`config.mk`:
```
export PLATFORM = sky130hd
export DESIGN_NAME = cpu_trace_buffer
export DESIGN_NICKNAME = d
export VERILOG_FILES = /design/src/rtl/cpu_trace_buffer.sv
export SDC_FILE = /design/constraint.sdc
export NUM_CORES = 1
export LEC_CHECK = 0
export BUFFER_PORTS_ARGS = -buffer_cell sky130_fd_sc_hd__buf_2
export CAP_MARGIN = 25
export CORE_AREA = 2 2 441 224
export CTS_CLUSTER_SIZE = 14
export DETAILED_ROUTE_END_ITERATION = 16
export DIE_AREA = 0 0 443 226
export PLACE_DENSITY = 0.75
export SYNTH_ARGS = -nofsm -noshare
export SYNTH_HDL_FRONTEND = slang
export SYNTH_SLANG_ARGS = --single-unit
```
`constraint.sdc`:
```
create_clock -name clock -period 4.5 [get_ports clock]
set_input_delay 0.225 -clock clock [delete_from_list [all_inputs] [get_ports clock]]
set_output_delay 0.225 -clock clock [all_outputs]
set_load 0.02 [all_outputs]
```
`src/rtl/cpu_trace_buffer.sv`:
```
// CPU trace capture FIFO with first-word-fall-through read, optional flow-change filter and wrap mode.
// Define TRACE_TIMESTAMP_EN to add a 16-bit free-running timestamp stored with each entry.
module cpu_trace_buffer #(
    parameter int unsigned ADDR_W = 32,
    parameter int unsigned DEPTH  = 16,
    parameter int unsigned WRAP   = 0
) (
    input  logic                     clock,
    input  logic                     reset,
    input  logic                     enable,
    input  logic                     filter,
    input  logic                     clear,
    input  logic [ADDR_W-1:0]        pc,
    input  logic [31:0]              instr,
    input  logic [3:0]               flags,
    output logic                     rd_valid,
    input  logic                     rd_ready,
    output logic [ADDR_W-1:0]        rd_pc,
    output logic [31:0]              rd_instr,
    output logic [3:0]               rd_flags,
    output logic [15:0]              rd_time,
    output logic [$clog2(DEPTH):0]   count,
    output logic                     overflow
);

    localparam int unsigned PTR_W = $clog2(DEPTH);
    localparam int unsigned CNT_W = PTR_W + 1;
    localparam logic [CNT_W-1:0] FULL_CNT = CNT_W'(DEPTH);

    logic [PTR_W-1:0] wr_ptr_q, wr_ptr_d;
    logic [PTR_W-1:0] rd_ptr_q, rd_ptr_d;
    logic [CNT_W-1:0] count_q, count_d;
    logic             overflow_q, overflow_d;

    logic             push, pop, full, wr_en;

    logic [ADDR_W-1:0] mem_pc_q    [DEPTH];
    logic [31:0]       mem_instr_q [DEPTH];
    logic [3:0]        mem_flags_q [DEPTH];

`ifdef TRACE_TIMESTAMP_EN
    logic [15:0] ts_q, ts_d;
    logic [15:0] mem_time_q [DEPTH];
`endif

    always_comb begin
        push       = enable & (~filter | flags[3] | flags[2]);
        pop        = rd_valid & rd_ready;
        full       = (count_q == FULL_CNT);
        wr_en      = 1'b0;
        wr_ptr_d   = wr_ptr_q;
        rd_ptr_d   = rd_ptr_q;
        count_d    = count_q;
        overflow_d = overflow_q;
        if (clear) begin
            wr_ptr_d   = '0;
            rd_ptr_d   = '0;
            count_d    = '0;
            overflow_d = 1'b0;
        end else begin
            if (pop) begin
                rd_ptr_d = rd_ptr_q + PTR_W'(1);
            end
            if (push && full && !pop) begin
                // Full with no room freed: wrap mode retires the oldest entry in place of the new one.
                overflow_d = 1'b1;
                if (WRAP != 0) begin
                    wr_en    = 1'b1;
                    wr_ptr_d = wr_ptr_q + PTR_W'(1);
                    rd_ptr_d = rd_ptr_q + PTR_W'(1);
                end
            end else if (push) begin
                wr_en    = 1'b1;
                wr_ptr_d = wr_ptr_q + PTR_W'(1);
            end
            if (wr_en && !pop && !full) begin
                count_d = count_q + CNT_W'(1);
            end else if (pop && !wr_en) begin
                count_d = count_q - CNT_W'(1);
            end
        end
    end

    always_ff @(posedge clock or posedge reset) begin
        if (reset) begin
            wr_ptr_q   <= '0;
            rd_ptr_q   <= '0;
            count_q    <= '0;
            overflow_q <= 1'b0;
        end else begin
            wr_ptr_q   <= wr_ptr_d;
            rd_ptr_q   <= rd_ptr_d;
            count_q    <= count_d;
            overflow_q <= overflow_d;
        end
    end

    always_ff @(posedge clock) begin
        if (wr_en) begin
            mem_pc_q[wr_ptr_q]    <= pc;
            mem_instr_q[wr_ptr_q] <= instr;
            mem_flags_q[wr_ptr_q] <= flags;
        end
    end

`ifdef TRACE_TIMESTAMP_EN
    always_comb begin
        ts_d = ts_q + 16'd1;
    end

    always_ff @(posedge clock or posedge reset) begin
        if (reset) begin
            ts_q <= '0;
        end else begin
            ts_q <= ts_d;
        end
    end

    always_ff @(posedge clock) begin
        if (wr_en) begin
            mem_time_q[wr_ptr_q] <= ts_q;
        end
    end

    assign rd_time = rd_valid ? mem_time_q[rd_ptr_q] : '0;
`else
    assign rd_time = '0;
`endif

    assign rd_valid = (count_q != '0);
    assign rd_pc    = rd_valid ? mem_pc_q[rd_ptr_q]    : '0;
    assign rd_instr = rd_valid ? mem_instr_q[rd_ptr_q] : '0;
    assign rd_flags = rd_valid ? mem_flags_q[rd_ptr_q] : '0;
    assign count    = count_q;
    assign overflow = overflow_q;

endmodule

```
==> metrics.txt, run 1 <==
# TYPE chip_impl_metric gauge
chip_impl_metric{name="drtPass1Iterations",unit=""} 5
chip_impl_metric{name="placement_rows",unit=""} 81
chip_impl_metric{name="synthCells",unit=""} 2013
chip_impl_metric{name="floorplan.die_area",unit="um2"} 100000
chip_impl_metric{name="worst_slew_pin_slew",unit="ns"} 0.963
chip_impl_info{name="crit_path_start_kind",value="register"} 1
chip_impl_metric{name="placed_wire_length_estimate",unit="um"} 52700
chip_impl_info{name="cts_tree",value="built"} 1
chip_impl_metric{name="wl_per_cell",unit="um"} 26.9
chip_impl_metric{name="route.detailed.drc",unit=""} 0
chip_impl_metric{name="clkSlewWorstSetupHoldPaths",unit="ns"} 0.07
chip_impl_metric{name="dr_total_vias",unit=""} 21300
chip_impl_metric{name="globalRouteOverflowTotal",unit=""} 0
chip_impl_metric{name="setup_viol",unit=""} 0
chip_impl_metric{name="async_reset_ff_share",unit="%"} 1.27
chip_impl_metric{name="yosysUniqueCellTypes",unit=""} 46
chip_impl_metric{name="critPathArrivalTime",unit="ns"} 3.56
chip_impl_metric{name="grt_start_max_net_pins",unit=""} 137
chip_impl_metric{name="die_h",unit="um"} 226
chip_impl_metric{name="final_hold_viol_count",unit=""} 0
chip_impl_metric{name="io_pins",unit=""} 165
chip_impl_metric{name="final-max-slew-violation-count",unit=""} 0
chip_impl_metric{name="cts_inserted_buffers",unit=""} 93
chip_impl_info{name="r2r_end",value="mem_instr_q[14][30]"} 1
chip_impl_metric{name="post_route_cells_drive_above_1_share",unit="%"} 26.3
chip_impl_info{name="min_path_type",value="in2reg"} 1
chip_impl_metric{name="total_leakage_power",unit="nW"} 15.0
chip_impl_metric{name="finish.net_count",unit=""} 2349
chip_impl_metric{name="utilization",unit="%"} 50.7
chip_impl_info{name="synth_top_flop_cell",value="sky130_fd_sc_hd__edfxtp_1"} 1
chip_impl_metric{name="finalClockSkew",unit="ns"} 0.0272
chip_impl_info{name="rsz0062_at_grt",value="false"} 1
chip_impl_metric{name="initial_antenna_violation_count",unit=""} 4
chip_impl_metric{name="numPortBuffers",unit=""} 148
chip_impl_metric{name="die_width",unit="um"} 443
chip_impl_metric{name="track_usage",unit="%"} 19.3
chip_impl_metric{name="finalWirelength",unit="um"} 96700
chip_impl_metric{name="cts_htree_levels",unit=""} 3
chip_impl_info{name="min_delay_worst_endpoint",value="count[4]"} 1
chip_impl_metric{name="slew-limit-headroom",unit="%"} 35.2
chip_impl_metric{name="synth-edff-count",unit=""} 1088
chip_impl_metric{name="netlist_area",unit="um2"} 43000
chip_impl_metric{name="finish.instance_area",unit="um2"} 49000
chip_impl_metric{name="fp.coreArea",unit="um2"} 96600
chip_impl_metric{name="postSynthRegisterBits",unit=""} 1102
chip_impl_metric{name="worstRegToRegCells",unit=""} 5
chip_impl_metric{name="setup.reg_to_reg.worst_slack",unit="ns"} 0.98
chip_impl_info{name="critPathKind",value="reg2out"} 1
chip_impl_metric{name="irDropWorstVdd",unit="mV"} 0.361
chip_impl_metric{name="placed_area",unit="um2"} 45600
chip_impl_metric{name="finalWeightedCongestion",unit=""} 0.776
chip_impl_info{name="run_status",value="completed"} 1
chip_impl_metric{name="syn2layout_area_growth",unit="%"} 13.7
chip_impl_info{name="crit_path_end_kind",value="output port"} 1
chip_impl_info{name="worst_r2r_src",value="count[4]"} 1
chip_impl_metric{name="critical_path.max_fanout",unit=""} 15
chip_impl_metric{name="detailedRoute.firstIterationViolations",unit=""} 2443
chip_impl_metric{name="cp.required",unit="ns"} 4.28
chip_impl_metric{name="drtAntennaViolNets",unit=""} 0
chip_impl_metric{name="final.min_clock_period",unit="ns"} 3.78
chip_impl_metric{name="peak_freq",unit="MHz"} 264
chip_impl_metric{name="postSynthAreaPerCell",unit="um2"} 21.4
chip_impl_metric{name="route.detailed.vias_per_inst",unit=""} 5.92
chip_impl_metric{name="ys_seq_area_share",unit="%"} 76.7
chip_impl_metric{name="max_cap_viol_count",unit=""} 0
chip_impl_metric{name="min_delay_path_depth",unit=""} 5
chip_impl_metric{name="clock_sink_count",unit=""} 1102
chip_impl_metric{name="first_global_vias",unit=""} 21700
chip_impl_metric{name="clock_insertion_delay_worst_skew",unit="ns"} 0.68
chip_impl_info{name="critical_path.startpoint",value="count[0]"} 1
chip_impl_info{name="clock-root-buffer",value="sky130_fd_sc_hd__clkbuf_16"} 1
chip_impl_metric{name="wire_length_of_the_first_global_routing_pass",unit="um"} 142000
chip_impl_metric{name="total_power_divided_by_cell_area",unit="nW/um2"} 521
chip_impl_metric{name="tns",unit="ns"} 0
chip_impl_info{name="hold_wc_startpoint",value="enable"} 1
chip_impl_metric{name="synth_warnings",unit=""} 0
chip_impl_metric{name="layout_worst_path_cycle_share",unit="%"} 84.1
chip_impl_metric{name="initial_util",unit="%"} 44.6
chip_impl_metric{name="cts_setup_buffers",unit=""} 0
chip_impl_metric{name="finalHoldWorstSlack",unit="ns"} 0.0546
chip_impl_metric{name="max-clock-path-buffers",unit=""} 3
==> layout by cell type (no fill, tap or decap), types with 20 or more instances in the layout <==
cell and n:
sky130_fd_sc_hd__edfxtp_1 1088, sky130_fd_sc_hd__mux4_2 224, sky130_fd_sc_hd__mux2i_1 152, sky130_fd_sc_hd__buf_2 148, sky130_fd_sc_hd__clkbuf_16 95, sky130_fd_sc_hd__dlygate4sd3_1 72, sky130_fd_sc_hd__o22ai_1 59, sky130_fd_sc_hd__nor2_1 56
sky130_fd_sc_hd__nor2b_1 41, sky130_fd_sc_hd__a2111oi_0 40, sky130_fd_sc_hd__mux2_2 40, sky130_fd_sc_hd__o221ai_1 40, sky130_fd_sc_hd__buf_4 39, sky130_fd_sc_hd__clkbuf_1 20
==> how the worst max path moves through the flow <==
stage | slack [ns] | cells past startpoint | to
floorplan | -0.09 | 6 | mem_flags_q[12][0]
finish | 0.72 | 5 | rd_pc[4]
detailed placement | 0.95 | 6 | mem_flags_q[14][0]
CTS | 0.67 | 5 | rd_pc[8]
global placement | 1.06 | 6 | mem_instr_q[14][26]
global route | 0.55 | 5 | rd_pc[4]
==> layer usage <==
metal / global-route usage [%] / vias up / part of all wire (%) / wire length, um
met5: 0 / - / 0.028 / 27
met1: 27.5 / 11200 / 42 / 40700
met3: 3.58 / 146 / 8.0 / 7720
met4: 5.65 / 4 / 2.1 / 2010
li1: - / 8919 / - / -
met2: 30.5 / 981 / 48 / 46200
==> worst max-delay path, cell delays in order (launching register included) <==
cell and delay (ns):
sky130_fd_sc_hd__dfrtp_1 0.49, sky130_fd_sc_hd__nor4_1 0.86, sky130_fd_sc_hd__a21o_1 0.74, sky130_fd_sc_hd__buf_4 0.38, sky130_fd_sc_hd__o21ai_0 0.20, sky130_fd_sc_hd__buf_2 0.20
==> per-stage QoR <==
stage / power (mW) / std cells / setup WS [ns]
floorplan: 16.3 / 2028 / -0.0855
global placement: 18.2 / 3382 / 1.06
detailed placement: 18.4 / 3382 / 0.951
CTS: 25.7 / 3592 / 0.668
global route: 26.5 / 3596 / 0.547
finish: 25.5 / 3597 / 0.717
==> layout make-up <==
cell class,instances,area (um2)
fill,7415,47600
sequential,1102,33000
multi-input combinational,785,9540
clock buffer,115,2450
timing repair buffer,277,2130
tap,1286,1610
clock inverter,23,155
inverter,6,22.5
antenna,3,7.51
==> where the power goes <==
part           switching, mW  internal (mW)
registers              0.159           11.4
clock network           3.48           3.88
logic                   3.73           2.87
==> state kept, by name, indices dropped and copies added (netlist names) <==
register     flops
wr_ptr_q         4
rd_ptr_q         4
mem_flags_q     64
count            5
mem_instr_q    512
overflow         1
mem_pc_q       512
==> kinds of logic after synthesis <==
family,Yosys count,share of synthesized area [%]
mux,416,16.3
other cells,1,0.00871
flops,1102,76.7
simple gates,140,1.60
xor+xnor,9,0.183
compound gates,194,3.31
fa+ha+maj,10,0.308
buf+inv,141,1.55
==> synth_stat cells (all sizes together), types with 3 or more instances <==
| cell | n | share of area [%] |
|---|---|---|
| edfxtp | 1088 | 76 |
| mux4 | 224 | 12 |
| mux2i | 152 | 3.5 |
| buf | 76 | 0.99 |
| nor2 | 72 | 0.63 |
| clkbuf | 59 | 0.51 |
| o22ai | 59 | 0.86 |
| nor2b | 41 | 0.60 |
| a2111oi | 40 | 0.81 |
| mux2 | 40 | 1.0 |
| o221ai | 40 | 0.81 |
| a21oi | 17 | 0.20 |
| o211ai | 16 | 0.28 |
| dfrtp | 14 | 0.81 |
| nand2 | 13 | 0.13 |
| o21ai | 12 | 0.16 |
| ha | 9 | 0.26 |
| inv | 6 | 0.052 |
| xor2 | 5 | 0.10 |
| xnor2 | 4 | 0.081 |
| a21o | 3 | 0.052 |
| nand4 | 3 | 0.058 |
==> repair_timing <==
item | in CTS | in global routing
gates resized for setup | 0 | 0
hold buffers | 72 | 0
endpoints found under the hold margin | 1116 | 0
Note: power is estimated with default switching activity, not from simulation.
==> run 2: changes to the inputs <==
clock period = 3.05 ns   (was 4.5 ns; I/O delays follow)
==> run 2 against run 1 <==
Effect of this change:
- die area stayed put
- combinational power grew 68%
- clock skew is 0.0074 ns lower
- setup slack got worse by 0.74 ns
- largest power group unchanged
- critical endpoint is now rd_instr[16]
- the run now ends with negative setup slack left
- sequential power up 46%
==> metrics.txt, run 2 (synthesis gave the netlist of run 1 again) <==
# TYPE chip_impl_metric gauge
chip_impl_info{name="crit_path_end_kind",value="output port"} 1
chip_impl_metric{name="layout_worst_path_cycle_share",unit="%"} 101
chip_impl_metric{name="finalClockSkew",unit="ns"} 0.0199
chip_impl_metric{name="critical_path.max_fanout",unit=""} 18
chip_impl_metric{name="worst_slew_pin_slew",unit="ns"} 1.01
chip_impl_metric{name="seq_area",unit="um2"} 33000
chip_impl_metric{name="finalHoldWorstSlack",unit="ns"} 0.0888
chip_impl_metric{name="slew-limit-headroom",unit="%"} 32.7
chip_impl_metric{name="worstRegToRegCells",unit=""} 9
chip_impl_metric{name="drtPass1Iterations",unit=""} 6
chip_impl_metric{name="numPortBuffers",unit=""} 148
chip_impl_info{name="critPathKind",value="reg2out"} 1
chip_impl_metric{name="peak_freq",unit="MHz"} 326
chip_impl_metric{name="switching_power",unit="mW"} 11.3
chip_impl_metric{name="wire_length_of_the_first_global_routing_pass",unit="um"} 147000
chip_impl_metric{name="detailedRoute.firstIterationViolations",unit=""} 2863
chip_impl_info{name="crit_path_start_kind",value="register"} 1
chip_impl_metric{name="placed_wire_length_estimate",unit="um"} 53500
chip_impl_metric{name="total_leakage_power",unit="nW"} 15.6
chip_impl_metric{name="grt_start_max_net_pins",unit=""} 88
chip_impl_info{name="mostFrequentLayoutCells",value="1088 x sky130_fd_sc_hd__edfxtp_1, 224 x sky130_fd_sc_hd__mux4_2, 148 x sky130_fd_sc_hd__buf_2"} 1
chip_impl_metric{name="cts_htree_levels",unit=""} 3
chip_impl_metric{name="clock_insertion_delay_worst_skew",unit="ns"} 0.67
chip_impl_metric{name="max-clock-path-buffers",unit=""} 3
chip_impl_metric{name="placement_rows",unit=""} 81
chip_impl_info{name="min_path_type",value="in2async"} 1
chip_impl_metric{name="finalWorstSetupSlack",unit="ns"} -0.0196
chip_impl_metric{name="dr_total_vias",unit=""} 21900
chip_impl_metric{name="die_width",unit="um"} 443
chip_impl_metric{name="route.detailed.drc",unit=""} 0
chip_impl_metric{name="cts_inserted_buffers",unit=""} 95
chip_impl_metric{name="share_seq_of_total_power",unit="%"} 43.2
chip_impl_metric{name="p_int",unit="mW"} 27.9
chip_impl_metric{name="clkPwrFrac",unit="%"} 28.5
chip_impl_info{name="largest_registers",value="mem_instr_q x512, mem_pc_q x512, mem_flags_q x64"} 1
chip_impl_metric{name="finalWeightedCongestion",unit=""} 0.797
chip_impl_metric{name="power.share.combinational",unit="%"} 28.3
chip_impl_metric{name="wl_per_cell",unit="um"} 27.5
chip_impl_metric{name="clock_sink_count",unit=""} 1102
chip_impl_info{name="rsz0062_at_grt",value="true"} 1
chip_impl_metric{name="io_pins",unit=""} 165
chip_impl_metric{name="final_hold_viol_count",unit=""} 0
chip_impl_metric{name="fp.coreArea",unit="um2"} 96600
chip_impl_info{name="cts_tree",value="built"} 1
chip_impl_info{name="final_common_cell",value="sky130_fd_sc_hd__edfxtp_1"} 1
chip_impl_metric{name="die_h",unit="um"} 226
chip_impl_metric{name="first_global_vias",unit=""} 22100
chip_impl_metric{name="critPathArrivalTime",unit="ns"} 2.92
chip_impl_metric{name="final.min_clock_period",unit="ns"} 3.07
chip_impl_metric{name="initial_util",unit="%"} 44.6
chip_impl_info{name="run_status",value="finished with violations"} 1
chip_impl_info{name="clock-root-buffer",value="sky130_fd_sc_hd__clkbuf_16"} 1
chip_impl_metric{name="finish.net_count",unit=""} 2412
chip_impl_metric{name="total_power_divided_by_cell_area",unit="nW/um2"} 780
chip_impl_metric{name="power",unit="mW"} 39.2
chip_impl_metric{name="initial_antenna_violation_count",unit=""} 7
chip_impl_metric{name="instances_no_fill",unit=""} 3672
chip_impl_metric{name="drtAntennaViolNets",unit=""} 0
chip_impl_metric{name="irDropWorstVdd",unit="mV"} 0.865
chip_impl_metric{name="syn2layout_area_growth",unit="%"} 16.9
chip_impl_metric{name="track_usage",unit="%"} 20.0
chip_impl_metric{name="cp.required",unit="ns"} 2.90
chip_impl_metric{name="clkSlewWorstSetupHoldPaths",unit="ns"} 0.07
chip_impl_metric{name="switching_share",unit="%"} 28.8
chip_impl_metric{name="setup_viol",unit=""} 2
chip_impl_metric{name="dpl_worst_slack",unit="ns"} 0.0949
chip_impl_metric{name="max_cap_viol_count",unit=""} 0
chip_impl_metric{name="nFillCells",unit=""} 7208
chip_impl_info{name="failed_checks",value="negative setup slack"} 1
chip_impl_metric{name="route.detailed.vias_per_inst",unit=""} 5.97
chip_impl_metric{name="floorplan.die_area",unit="um2"} 100000
chip_impl_metric{name="tns",unit="ns"} -0.0377
chip_impl_metric{name="post_route_cells_drive_above_1_share",unit="%"} 29.4
chip_impl_metric{name="globalRouteOverflowTotal",unit=""} 0
chip_impl_metric{name="placedCellCount",unit=""} 3413
chip_impl_metric{name="finalWirelength",unit="um"} 101000
chip_impl_metric{name="multiInputGateArea",unit="um2"} 9690
chip_impl_metric{name="final-max-slew-violation-count",unit=""} 0
-- run 2: cell count changes in the layout (fill, tap and decap cells not counted), sizes merged --
cell | before | now
buf | 205 | 257
bufbuf | 0 | 5
bufinv | 1 | 3
clkbuf | 115 | 122
clkinv | 14 | 26
clkinvlp | 2 | 1
diode | 3 | 2
dlygate4sd3 | 72 | 73
inv | 12 | 10
-- run 2: worst paths after layout --
kind	start	endpoint	slack (ns)
min reg2reg	wr_ptr_q[3]	wr_ptr_q[3]	0.65
min	reset	rd_ptr_q[3]	0.09
max	rd_ptr_q[0]	rd_instr[16]	-0.02
max in group asynchronous	reset	rd_ptr_q[0]	2.53
max reg2reg	count[3]	count[4]	0.03
min in group clock	filter	count[4]	0.34
-- run 2: power by group through the flow --
stage | Sequential [mW] | Combinational, mW | Clock (mW)
detailed placement | 17.3 | 10.1 | 0
floorplan | 17.3 | 6.85 | 0
global route | 17.0 | 11.8 | 11.9
CTS | 16.9 | 10.9 | 11.3
global placement | 17.3 | 9.91 | 0
finish | 16.9 | 11.1 | 11.2
-- run 2: what timing repair did --
action                                 4_1_cts  5_1_grt
cloned                                       6        3
endpoints found under the hold margin     1116        0
resized for setup                           32       32
pin swaps                                    3        2
setup endpoints to repair                   62       50
buffers inserted                            11       10
hold buffers                                73        0
-- run 2: layer usage --
layer | GRT usage (%) | share of wire (%)
met5 | 0 | 0.034
met4 | 5.07 | 2.2
met3 | 3.83 | 9.4
met2 | 30.9 | 47
met1 | 29.4 | 42
-- run 2: final cells by class --
class,instances,share of cell area [%]
Antenna cell,2,0.00995
Clock buffer,119,4.99
Clock inverter,34,0.485
Inverter,6,0.0448
Multi-Input combinational cell,785,19.3
Sequential cell,1102,65.7
Tap cell,1286,3.20
Timing Repair Buffer,338,6.37
-- run 2: through the flow --
stage                     utilization (%)  area (um2)
final                                52.1       50300
after global routing                 52.1       50300
after detailed placement             47.7       46100
after CTS                            51.8       50000
after floorplan                         -       43100
after global placement               47.7       46100
-- run 2: worst max-delay path: stages, from the launching register on --
cell                      delay, ns
sky130_fd_sc_hd__dfrtp_4       0.49
sky130_fd_sc_hd__buf_4         0.22
sky130_fd_sc_hd__buf_16        0.19
sky130_fd_sc_hd__buf_16        0.20
sky130_fd_sc_hd__mux4_2        0.52
sky130_fd_sc_hd__mux2i_1       0.22
sky130_fd_sc_hd__o22ai_2       0.18
sky130_fd_sc_hd__buf_2         0.20
